==> config.mk <==
export PLATFORM = sky130hd
export DESIGN_NAME = mini_alu_param_flat
export DESIGN_NICKNAME = d
export VERILOG_FILES = /design/src/rtl/mini_alu_param_if.sv /design/src/rtl/mini_alu_param.sv /design/src/flat_wrapper.sv
export SDC_FILE = /design/constraint.sdc
export NUM_CORES = 1
export LEC_CHECK = 0
export BUFFER_PORTS_ARGS = -buffer_cell sky130_fd_sc_hd__buf_2
export CAP_MARGIN = 40
export CORE_ASPECT_RATIO = 1.2
export CORE_UTILIZATION = 50
export DETAILED_ROUTE_END_ITERATION = 7
export PLACE_DENSITY = 0.64
export SKIP_CTS_REPAIR_TIMING = 1
export SLEW_MARGIN = 20
export SYNTH_ARGS = -nofsm -noshare
export SYNTH_HDL_FRONTEND = slang
export SYNTH_SLANG_ARGS = --single-unit
==> constraint.sdc <==
create_clock -name Clock -period 6 [get_ports Clock]
set_clock_uncertainty 0.2 [all_clocks]
set_input_delay 1.8 -clock Clock [delete_from_list [all_inputs] [get_ports Clock]]
set_output_delay 1.8 -clock Clock [all_outputs]
set_load 0.05 [all_outputs]
==> src/rtl/mini_alu_param_if.sv <==
// mini_alu_param_if
//   Bus between the mini ALU core and its environment (instruction ROM and
//   LED / status observers).
//   Signals:
//     oIP          : instruction address from the core to a combinational ROM
//     iInstruction : instruction word read from the ROM at oIP,
//                    fields {op[3:0], dst, src1, src0}
//     oLed         : registered LED value
//     oBusy        : high while a multi-cycle multiply stalls the pipeline
//   Modports:
//     master : core side (drives oIP, oLed, oBusy; receives iInstruction)
//     slave  : environment side (drives iInstruction; observes the rest)
interface mini_alu_param_if #(
  parameter int ADDR_WIDTH = 8,
  parameter int LED_WIDTH  = 8
);
  logic [ADDR_WIDTH-1:0]     oIP;
  logic [4+3*ADDR_WIDTH-1:0] iInstruction;
  logic [LED_WIDTH-1:0]      oLed;
  logic                      oBusy;

  modport master (output oIP, input iInstruction, output oLed, output oBusy);
  modport slave  (input oIP, output iInstruction, input oLed, input oBusy);
endinterface

==> src/rtl/mini_alu_param.sv <==
// mini_alu_param
//   Two-stage (fetch / execute) parameterised mini processor with a small
//   register file, branch unit, LED output register and an optional
//   shift-add multiplier.
//   Ports:
//     Clock : system clock, all state changes on its rising edge
//     Reset : synchronous, active-high reset
//     bus   : mini_alu_param_if.master (oIP, iInstruction, oLed, oBusy)
//   Build option:
//     MINI_ALU_MUL_EN : when defined, opcode 10 (MUL) runs a DATA_WIDTH-cycle
//                       shift-add multiply and stalls fetch meanwhile; when
//                       undefined, opcode 10 is a plain NOP and oBusy is 0.
module mini_alu_param #(
  parameter int DATA_WIDTH = 16,
  parameter int ADDR_WIDTH = 8,
  parameter int REG_DEPTH  = 16,
  parameter int LED_WIDTH  = 8
) (
  input  logic             Clock,
  input  logic             Reset,
  mini_alu_param_if.master bus
);

  localparam int INSTR_WIDTH = 4 + 3*ADDR_WIDTH;
  localparam int IDX_WIDTH   = (REG_DEPTH > 1) ? $clog2(REG_DEPTH) : 1;

  localparam logic [3:0] OP_NOP = 4'd0;
  localparam logic [3:0] OP_ADD = 4'd1;
  localparam logic [3:0] OP_STO = 4'd2;
  localparam logic [3:0] OP_BLE = 4'd3;
  localparam logic [3:0] OP_JMP = 4'd4;
  localparam logic [3:0] OP_LED = 4'd5;
  localparam logic [3:0] OP_SUB = 4'd6;
  localparam logic [3:0] OP_AND = 4'd7;
  localparam logic [3:0] OP_OR  = 4'd8;
  localparam logic [3:0] OP_BEQ = 4'd9;
  localparam logic [3:0] OP_MUL = 4'd10;

  localparam logic [INSTR_WIDTH-1:0] INSTR_NOP = {INSTR_WIDTH{1'b0}};
  localparam logic [ADDR_WIDTH-1:0]  IP_STEP   = ADDR_WIDTH'(1'b1);

  // Fetch stage state
  logic [ADDR_WIDTH-1:0]  ip;
  logic [INSTR_WIDTH-1:0] ir;

  // Architectural state
  logic [DATA_WIDTH-1:0] rf [REG_DEPTH];
  logic [LED_WIDTH-1:0]  led;
  logic                  busy;

  // Decoded instruction fields
  logic [3:0]            op;
  logic [ADDR_WIDTH-1:0] dst;
  logic [ADDR_WIDTH-1:0] src1;
  logic [ADDR_WIDTH-1:0] src0;
  logic [IDX_WIDTH-1:0]  dst_idx;
  logic [IDX_WIDTH-1:0]  src1_idx;
  logic [IDX_WIDTH-1:0]  src0_idx;
  logic [DATA_WIDTH-1:0] rd1;
  logic [DATA_WIDTH-1:0] rd0;

  // Execute results
  logic                  alu_we;
  logic [DATA_WIDTH-1:0] alu_data;
  logic                  taken;
  logic                  led_we;
  logic                  stall;
  logic                  mul_we;
  logic [IDX_WIDTH-1:0]  mul_dst;
  logic [DATA_WIDTH-1:0] mul_result;

  assign {op, dst, src1, src0} = ir;

  // Only the low index bits address the register file; the full fields are
  // still meaningful as branch target and STO immediate.
  assign dst_idx  = dst[IDX_WIDTH-1:0];
  assign src1_idx = src1[IDX_WIDTH-1:0];
  assign src0_idx = src0[IDX_WIDTH-1:0];

  assign rd1 = rf[src1_idx];
  assign rd0 = rf[src0_idx];

  assign bus.oIP   = ip;
  assign bus.oLed  = led;
  assign bus.oBusy = busy;

`ifdef MINI_ALU_MUL_EN
  localparam int CNT_WIDTH = $clog2(DATA_WIDTH) + 1;
  localparam logic [CNT_WIDTH-1:0] CNT_STEP = CNT_WIDTH'(1'b1);
  localparam logic [CNT_WIDTH-1:0] CNT_LAST = CNT_WIDTH'(DATA_WIDTH - 1);

  typedef enum logic [0:0] {
    S_IDLE = 1'b0,
    S_MUL  = 1'b1
  } state_t;

  state_t                state;
  state_t                state_next;
  logic                  mul_start;
  logic                  mul_last;
  logic [DATA_WIDTH-1:0] mul_a;
  logic [DATA_WIDTH-1:0] mul_b;
  logic [DATA_WIDTH-1:0] mul_acc;
  logic [CNT_WIDTH-1:0]  mul_cnt;
`endif

  // Execute-stage decode: ALU result, branch decision and LED load.
  always_comb begin
    alu_we   = 1'b0;
    alu_data = {DATA_WIDTH{1'b0}};
    taken    = 1'b0;
    led_we   = 1'b0;
`ifdef MINI_ALU_MUL_EN
    mul_start = 1'b0;
`endif
    case (op)
      OP_NOP: begin
      end
      OP_ADD: begin
        alu_we   = 1'b1;
        alu_data = rd1 + rd0;
      end
      OP_STO: begin
        // {src1, src0} immediate, zero-extended or truncated by the cast
        alu_we   = 1'b1;
        alu_data = DATA_WIDTH'({src1, src0});
      end
      OP_BLE: begin
        taken = (rd1 <= rd0);
      end
      OP_JMP: begin
        taken = 1'b1;
      end
      OP_LED: begin
        led_we = 1'b1;
      end
      OP_SUB: begin
        alu_we   = 1'b1;
        alu_data = rd0 - rd1;
      end
      OP_AND: begin
        alu_we   = 1'b1;
        alu_data = rd1 & rd0;
      end
      OP_OR: begin
        alu_we   = 1'b1;
        alu_data = rd1 | rd0;
      end
      OP_BEQ: begin
        taken = (rd1 == rd0);
      end
`ifdef MINI_ALU_MUL_EN
      OP_MUL: begin
        // Only acted on in IDLE; while iterating IR still holds the MUL.
        mul_start = 1'b1;
      end
`else
      OP_MUL: begin
      end
`endif
      default: begin
      end
    endcase
  end

`ifdef MINI_ALU_MUL_EN
  // Multiplier FSM state register.
  always_ff @(posedge Clock) begin
    if (Reset) begin
      state <= S_IDLE;
    end else begin
      state <= state_next;
    end
  end

  // Multiplier FSM next state; fetch is held from entry until the last
  // iteration, on which the product is written and fetch resumes.
  always_comb begin
    state_next = state;
    stall      = 1'b0;
    mul_we     = 1'b0;
    case (state)
      S_IDLE: begin
        if (mul_start) begin
          state_next = S_MUL;
          stall      = 1'b1;
        end else begin
          state_next = S_IDLE;
        end
      end
      S_MUL: begin
        if (mul_last) begin
          state_next = S_IDLE;
          mul_we     = 1'b1;
        end else begin
          state_next = S_MUL;
          stall      = 1'b1;
        end
      end
      default: begin
        state_next = S_IDLE;
      end
    endcase
  end

  assign mul_last   = (mul_cnt == CNT_LAST);
  assign mul_result = mul_acc + (mul_b[0] ? mul_a : {DATA_WIDTH{1'b0}});

  // Shift-add datapath: operands are captured on entry so dst may alias a
  // source without disturbing the product.
  always_ff @(posedge Clock) begin
    if (Reset) begin
      mul_a   <= {DATA_WIDTH{1'b0}};
      mul_b   <= {DATA_WIDTH{1'b0}};
      mul_acc <= {DATA_WIDTH{1'b0}};
      mul_cnt <= {CNT_WIDTH{1'b0}};
      mul_dst <= {IDX_WIDTH{1'b0}};
    end else if ((state == S_IDLE) && mul_start) begin
      mul_a   <= rd1;
      mul_b   <= rd0;
      mul_acc <= {DATA_WIDTH{1'b0}};
      mul_cnt <= {CNT_WIDTH{1'b0}};
      mul_dst <= dst_idx;
    end else if (state == S_MUL) begin
      mul_acc <= mul_result;
      mul_a   <= mul_a << 1'b1;
      mul_b   <= mul_b >> 1'b1;
      mul_cnt <= mul_cnt + CNT_STEP;
    end else begin
      mul_a   <= mul_a;
      mul_b   <= mul_b;
      mul_acc <= mul_acc;
      mul_cnt <= mul_cnt;
      mul_dst <= mul_dst;
    end
  end

  // Busy flag: high from the cycle after entry through the last iteration.
  always_ff @(posedge Clock) begin
    if (Reset) begin
      busy <= 1'b0;
    end else begin
      busy <= (state_next == S_MUL);
    end
  end
`else
  assign stall      = 1'b0;
  assign mul_we     = 1'b0;
  assign mul_dst    = {IDX_WIDTH{1'b0}};
  assign mul_result = {DATA_WIDTH{1'b0}};
  assign busy       = 1'b0;
`endif

  // Fetch stage: IP/IR advance, hold on stall, or redirect with a bubble.
  always_ff @(posedge Clock) begin
    if (Reset) begin
      ip <= {ADDR_WIDTH{1'b0}};
      ir <= INSTR_NOP;
    end else if (stall) begin
      ip <= ip;
      ir <= ir;
    end else if (taken) begin
      ip <= dst;
      ir <= INSTR_NOP;
    end else begin
      ip <= ip + IP_STEP;
      ir <= bus.iInstruction;
    end
  end

  // Register file write-back at the end of the execute cycle.
  always_ff @(posedge Clock) begin
    if (Reset) begin
      for (int i = 0; i < REG_DEPTH; i++) begin
        rf[i] <= {DATA_WIDTH{1'b0}};
      end
    end else if (mul_we) begin
      rf[mul_dst] <= mul_result;
    end else if (alu_we) begin
      rf[dst_idx] <= alu_data;
    end
  end

  // LED register: loads the low bits of R[src1] on an LED instruction.
  always_ff @(posedge Clock) begin
    if (Reset) begin
      led <= {LED_WIDTH{1'b0}};
    end else if (led_we) begin
      led <= LED_WIDTH'(rd1);
    end else begin
      led <= led;
    end
  end

endmodule
==> src/flat_wrapper.sv <==
// flat-port wrapper written by rule: the top's interface ports become plain ports
module mini_alu_param_flat 
#(
  parameter int DATA_WIDTH = 16,
  parameter int ADDR_WIDTH = 8,
  parameter int REG_DEPTH  = 16,
  parameter int LED_WIDTH  = 8
)
  (Clock, Reset, bus_oIP, bus_iInstruction, bus_oLed, bus_oBusy);
  mini_alu_param_if #(.ADDR_WIDTH(ADDR_WIDTH), .LED_WIDTH(LED_WIDTH)) bus_i ();
  input  logic Clock;
  input  logic Reset;
  output wire logic [$bits(bus_i.oIP)-1:0] bus_oIP;
  input wire logic [$bits(bus_i.iInstruction)-1:0] bus_iInstruction;
  output wire logic [$bits(bus_i.oLed)-1:0] bus_oLed;
  output wire logic [$bits(bus_i.oBusy)-1:0] bus_oBusy;
  assign bus_oIP = bus_i.oIP;
  assign bus_i.iInstruction = bus_iInstruction;
  assign bus_oLed = bus_i.oLed;
  assign bus_oBusy = bus_i.oBusy;
  mini_alu_param #(.DATA_WIDTH(DATA_WIDTH), .ADDR_WIDTH(ADDR_WIDTH), .REG_DEPTH(REG_DEPTH), .LED_WIDTH(LED_WIDTH)) u_core (.Clock(Clock), .Reset(Reset), .bus(bus_i));
endmodule
* Word-level counts from Yosys, hierarchy flattened
Memories as Yosys holds them, arrays and structs flattened. A register that Yosys moved wholly into a read port is not among the register bits. Index checks and enable logic that the tools add are counted.
Cells by class: add/sub/neg operators 3, $lt $le $gt $ge 1, eq/ne operators 10, muxes and demuxes 15, bitwise operators 2, reductions and logical operators 3
Operators by type and width (count):
- case mux 16 bit (5 select lines) | 1
- adder 16 bit | 1
- AND 16 bit | 1
- equality test 16 bit | 1
- equality test 4 x 3 -> 1 bit (second input constant) | 4
- less-or-equal comparator 16 bit | 1
- two-way mux 16 bit | 1
- OR 16 bit | 1
- OR reduction 16 bit | 1
- subtractor 16 bit | 1
- two-way mux 4 bit | 3
- adder 8 x 1 -> 8 bit (second input constant) | 1
- equality test 4 x 2 -> 1 bit (second input constant) | 2
- equality test 4 bit (second input constant) | 2
- two-way mux 1 bit | 8
- two-way mux 8 bit | 1
- OR reduction 5 bit | 1
- equality test 4 x 1 -> 1 bit (second input constant) | 1
- case mux 1 bit (3 select lines) | 1
- OR reduction 2 bit | 1
Storage, ports and cells: flip-flop bits (word level) 44, memory bits (writable) 256, input bits 30, memories kept 1
Memory list:
- u_core.rf | words 16, width 16, rd ports 2, clocked after memory_dff 2, wr ports 16, RTL line mini_alu_param.sv:47 | logic [DATA_WIDTH-1:0] rf [REG_DEPTH];

* Depth between registers and ports, before layout
word-level depth 8, mapped depth 15

* Worst setup path after synthesis
Ideal clock, no wire load.
path type reg-to-reg, start reg u_core.ir[0] (netlist name), end mem u_core.rf[13][10] (data pin), library setup time 0.266 ns, arrival time 4.241 ns, slack 1.293 ns, cell stages (with the launch flop) 16, path buffers 3, period minus slack after synthesis 4.707 ns, cells stage by stage dfxtp_1 -> buf_2 -> buf_1 -> mux4_2 -> mux4_2 -> inv_1 -> ha_1 -> inv_1 -> fa_1 -> nor2b_1 -> o211ai_1 -> and2_1 -> o211ai_1 -> a221oi_2 -> buf_4 -> nor3_1
RTL lines (RTL line):
- end, declared | mini_alu_param.sv:47

==> reports/qor.yml <==
run_status:
  status: "finished, final reports clean"
detailed_routing:
  ant_nets: 0
  num_vias: 12500
  drtPass1Iterations: 5
  drc: 0
  routed_wl_um: 54500
  routedWlPerCell_um: 29.5
  drt-vias-per-instance: 6.79
  drt_iter0_markers: 1609
timing:
  final.min_clock_period_ps: 5180
  hold_violations: 0
  tns_ps: 0
  finalCritPeriodShare_pct: 86.4
  rsz0062_at_grt: "no"
  setup-violations-final: 0
  fmax_mhz: 193
  maxSlewHeadroom_pct: 39.9
  final_max_slew_viol_count: 0
  tightest_slew_ps: 901
clock_network:
  cts_buffer_depth: 3
  cts.sinks: 300
  cts_tree: "yes"
  h-tree-depth: 1
  cts_buffers: 30
  clock_latency_ps: 580
  ctsRootBufferMaster: "clkbuf_16"
  path_clk_slew_ps: 60
synth:
  ys_warn_count: 0
  syn_area_sq_um: 17500
  synth_area_leader_cell: "edfxtp_1"
  synth_nets: 1413
  synth_flop_cell: "edfxtp_1"
  ys_async_sr_fraction_pct: 0
  syn_avg_cell_area_sq_um: 13.2
  synthCells: 1331
  yosys-top-cells-area: "edfxtp_1 44%, mux4_2 21%, dfxtp_1 5.0%"
  synth_edf_count: 256
  synth-seq-cells: 300
  synth_top_area_share_pct: 43.9
  synthDistinctLibCells: 84
  yosysSeqAreaShare_pct: 48.9
worst_hold_path:
  min_path_type: "reg2reg"
placed_design:
  dp_hpwl_um: 36200
  placed_area_sq_um: 18400
  gp_congestion: 0.963
  dp.cells: 1790
  portBuffers: 45
worst_setup_path:
  critPathLaunchType: "register"
  reg2reg_from: "u_core.ir[8]$_SDFF_PP0_"
  worstSetupPathType: "reg2reg"
  critPathMaxFanout: 27
  endpoint: "u_core.rf[3][15]$_SDFFCE_PN0P_"
  regToRegSetupSlack_ps: 820
  critPathLaunch: "u_core.ir[8]$_SDFF_PP0_"
  worstPathRequired_ps: 6200
  reg2regPathDepth: 12
  r2r_end: "u_core.rf[3][15]$_SDFFCE_PN0P_"
  arrival_ps: 5380
  crit_path_end_kind: "register"
finish:
  area_delta_synth_final_pct: 10.8
  final_cells: 1847
  n_antenna_cell: 0
  drive_above_1_share_pct: 27.8
  fillers: 2842
  final_cell_area_sq_um: 19400
  fin_nets: 1449
global_route:
  antenna_found_initial: 1
  overflow: 0
  grtUsageTotal_pct: 30.8
  grt_max_degree: 31
  grt_pass1_wl_um: 80000
  grt_pass1_vias: 12400
power:
  power.density_nw_per_um2: 299
  power_w: 0.00580
  leakagePower_nw: 6.63
  ir_drop_uv: 186
floorplan:
  start_util_pct: 51.1
  pin_count: 47
  die_y_um: 207
  rows: 74
  core-area_sq_um: 34300
  dieArea_sq_um: 35800
  die_w_um: 173
job:
  timing.max_cap.violations: 0
[layer usage]
layer  routed length, um  vias to the layer above  global-route usage (%)  share of wire [%]
met5                   0                        -                       0                  0
met4                2580                        0                    14.6                4.7
met3                5470                      151                    5.71                 10
met2               26100                      780                    50.8                 48
met1               20300                     6325                    39.8                 37
li1                    -                     5285                       -                  -
[worst max-delay path, stage by stage, from the launching register on]
cell and delay [ps]:
dfxtp_4 570, buf_16 270, buf_4 330, mux4_2 540
mux4_2 550, inv_1 110, ha_1 430, nand2_1 290
o31ai_1 130, a221o_1 330, o31ai_1 250, nand3b_1 560
a31oi_1 390
[worst min-delay path by stage]
stage / start / slack [ps] / depth (start not counted) / end
3_5_place_dp: u_core.bus.oLed[3]$_SDFFE_PP0N_ / 290 / 2 / u_core.bus.oLed[3]$_SDFFE_PP0N_
3_3_place_gp: u_core.bus.oLed[3]$_SDFFE_PP0N_ / 280 / 2 / u_core.bus.oLed[3]$_SDFFE_PP0N_
6_report: u_core.bus.oLed[1]$_SDFFE_PP0N_ / 310 / 2 / u_core.bus.oLed[1]$_SDFFE_PP0N_
4_1_cts: u_core.bus.oLed[1]$_SDFFE_PP0N_ / 310 / 2 / u_core.bus.oLed[1]$_SDFFE_PP0N_
2_1_floorplan: u_core.ir[20]$_SDFF_PP0_ / 310 / 2 / u_core.bus.oIP[4]$_SDFF_PP0_
5_1_grt: u_core.bus.oLed[3]$_SDFFE_PP0N_ / 330 / 2 / u_core.bus.oLed[3]$_SDFFE_PP0N_
[per-stage QoR]
step                      worst slack [ps]  utilization, %  hold WS, ps
after floorplan                       1290               -          306
after global placement                 720            53.4          276
after detailed placement               881            53.7          286
after CTS                              862            56.6          308
after global routing                   573            56.6          331
final                                  816            56.6          305
[kinds of logic (layout without fill, tap and decap cells)]
logic type | after synthesis | count (layout) | share of synthesized area, %
xor gates and xnor gates | 10 | 10 | 0.500
adders and majority gates | 52 | 52 | 3.80
muxes | 171 | 171 | 21.2
AOI/OAI and AO/OA | 257 | 257 | 10.1
and+or+nand+nor | 369 | 369 | 10.9
buffers and inverters | 171 | 231 | 4.52
other | 1 | 1 | 0.0214
DFF | 300 | 300 | 48.9
[cell usage after synthesis, types with 19 or more instances]
cell type	instances
edfxtp_1	256
mux4_2	160
nor2_1	151
a21oi_1	80
nor3_1	57
clkbuf_1	55
ha_1	50
inv_1	48
dfxtp_1	44
a31oi_1	39
buf_2	38
nand2_1	35
and2_1	33
o21ai_0	20
nand2b_1	19
[layout make-up]
class	count	area (sq um)	area share [%]
timing repair buffer	124	912	4.70
clock buffer	33	783	4.04
clock inverter	23	194	1.00
tap	456	571	2.94
inverter	51	191	0.987
multi-input combinational	860	8160	42.1
sequential	300	8580	44.2
[state kept, by name, indices dropped and copies added (netlist names)]
register         count
u_core.ir           28
u_core.bus.oIP       8
u_core.rf          256
u_core.bus.oLed      8
[cell usage in the layout, fill, tap and decap left out, drive strengths merged, types with 5 or more instances in the layout]
cell,instances
mux2i,11
nand2,35
inv,52
edfxtp,256
buf,124
o31a,5
nor2,152
a221oi,9
clkinv,15
o31ai,9
dfxtp,44
and2,33
a21oi,95
a31oi,39
o211ai,6
a22oi,9
nand3,15
clkbuf,33
xnor2,8
a211oi,13
mux4,160
nor3,59
nand2b,19
nor4,13
nor2b,9
a21o,7
ha,50
o21ai,26
[power by group]
part           total, W  internal [W]  switching [W]
clock           0.00189       0.00107       0.000820
sequential      0.00243       0.00235      0.0000793
combinational   0.00148      0.000541       0.000940
No activity file was read; power rests on OpenSTA's default activity.
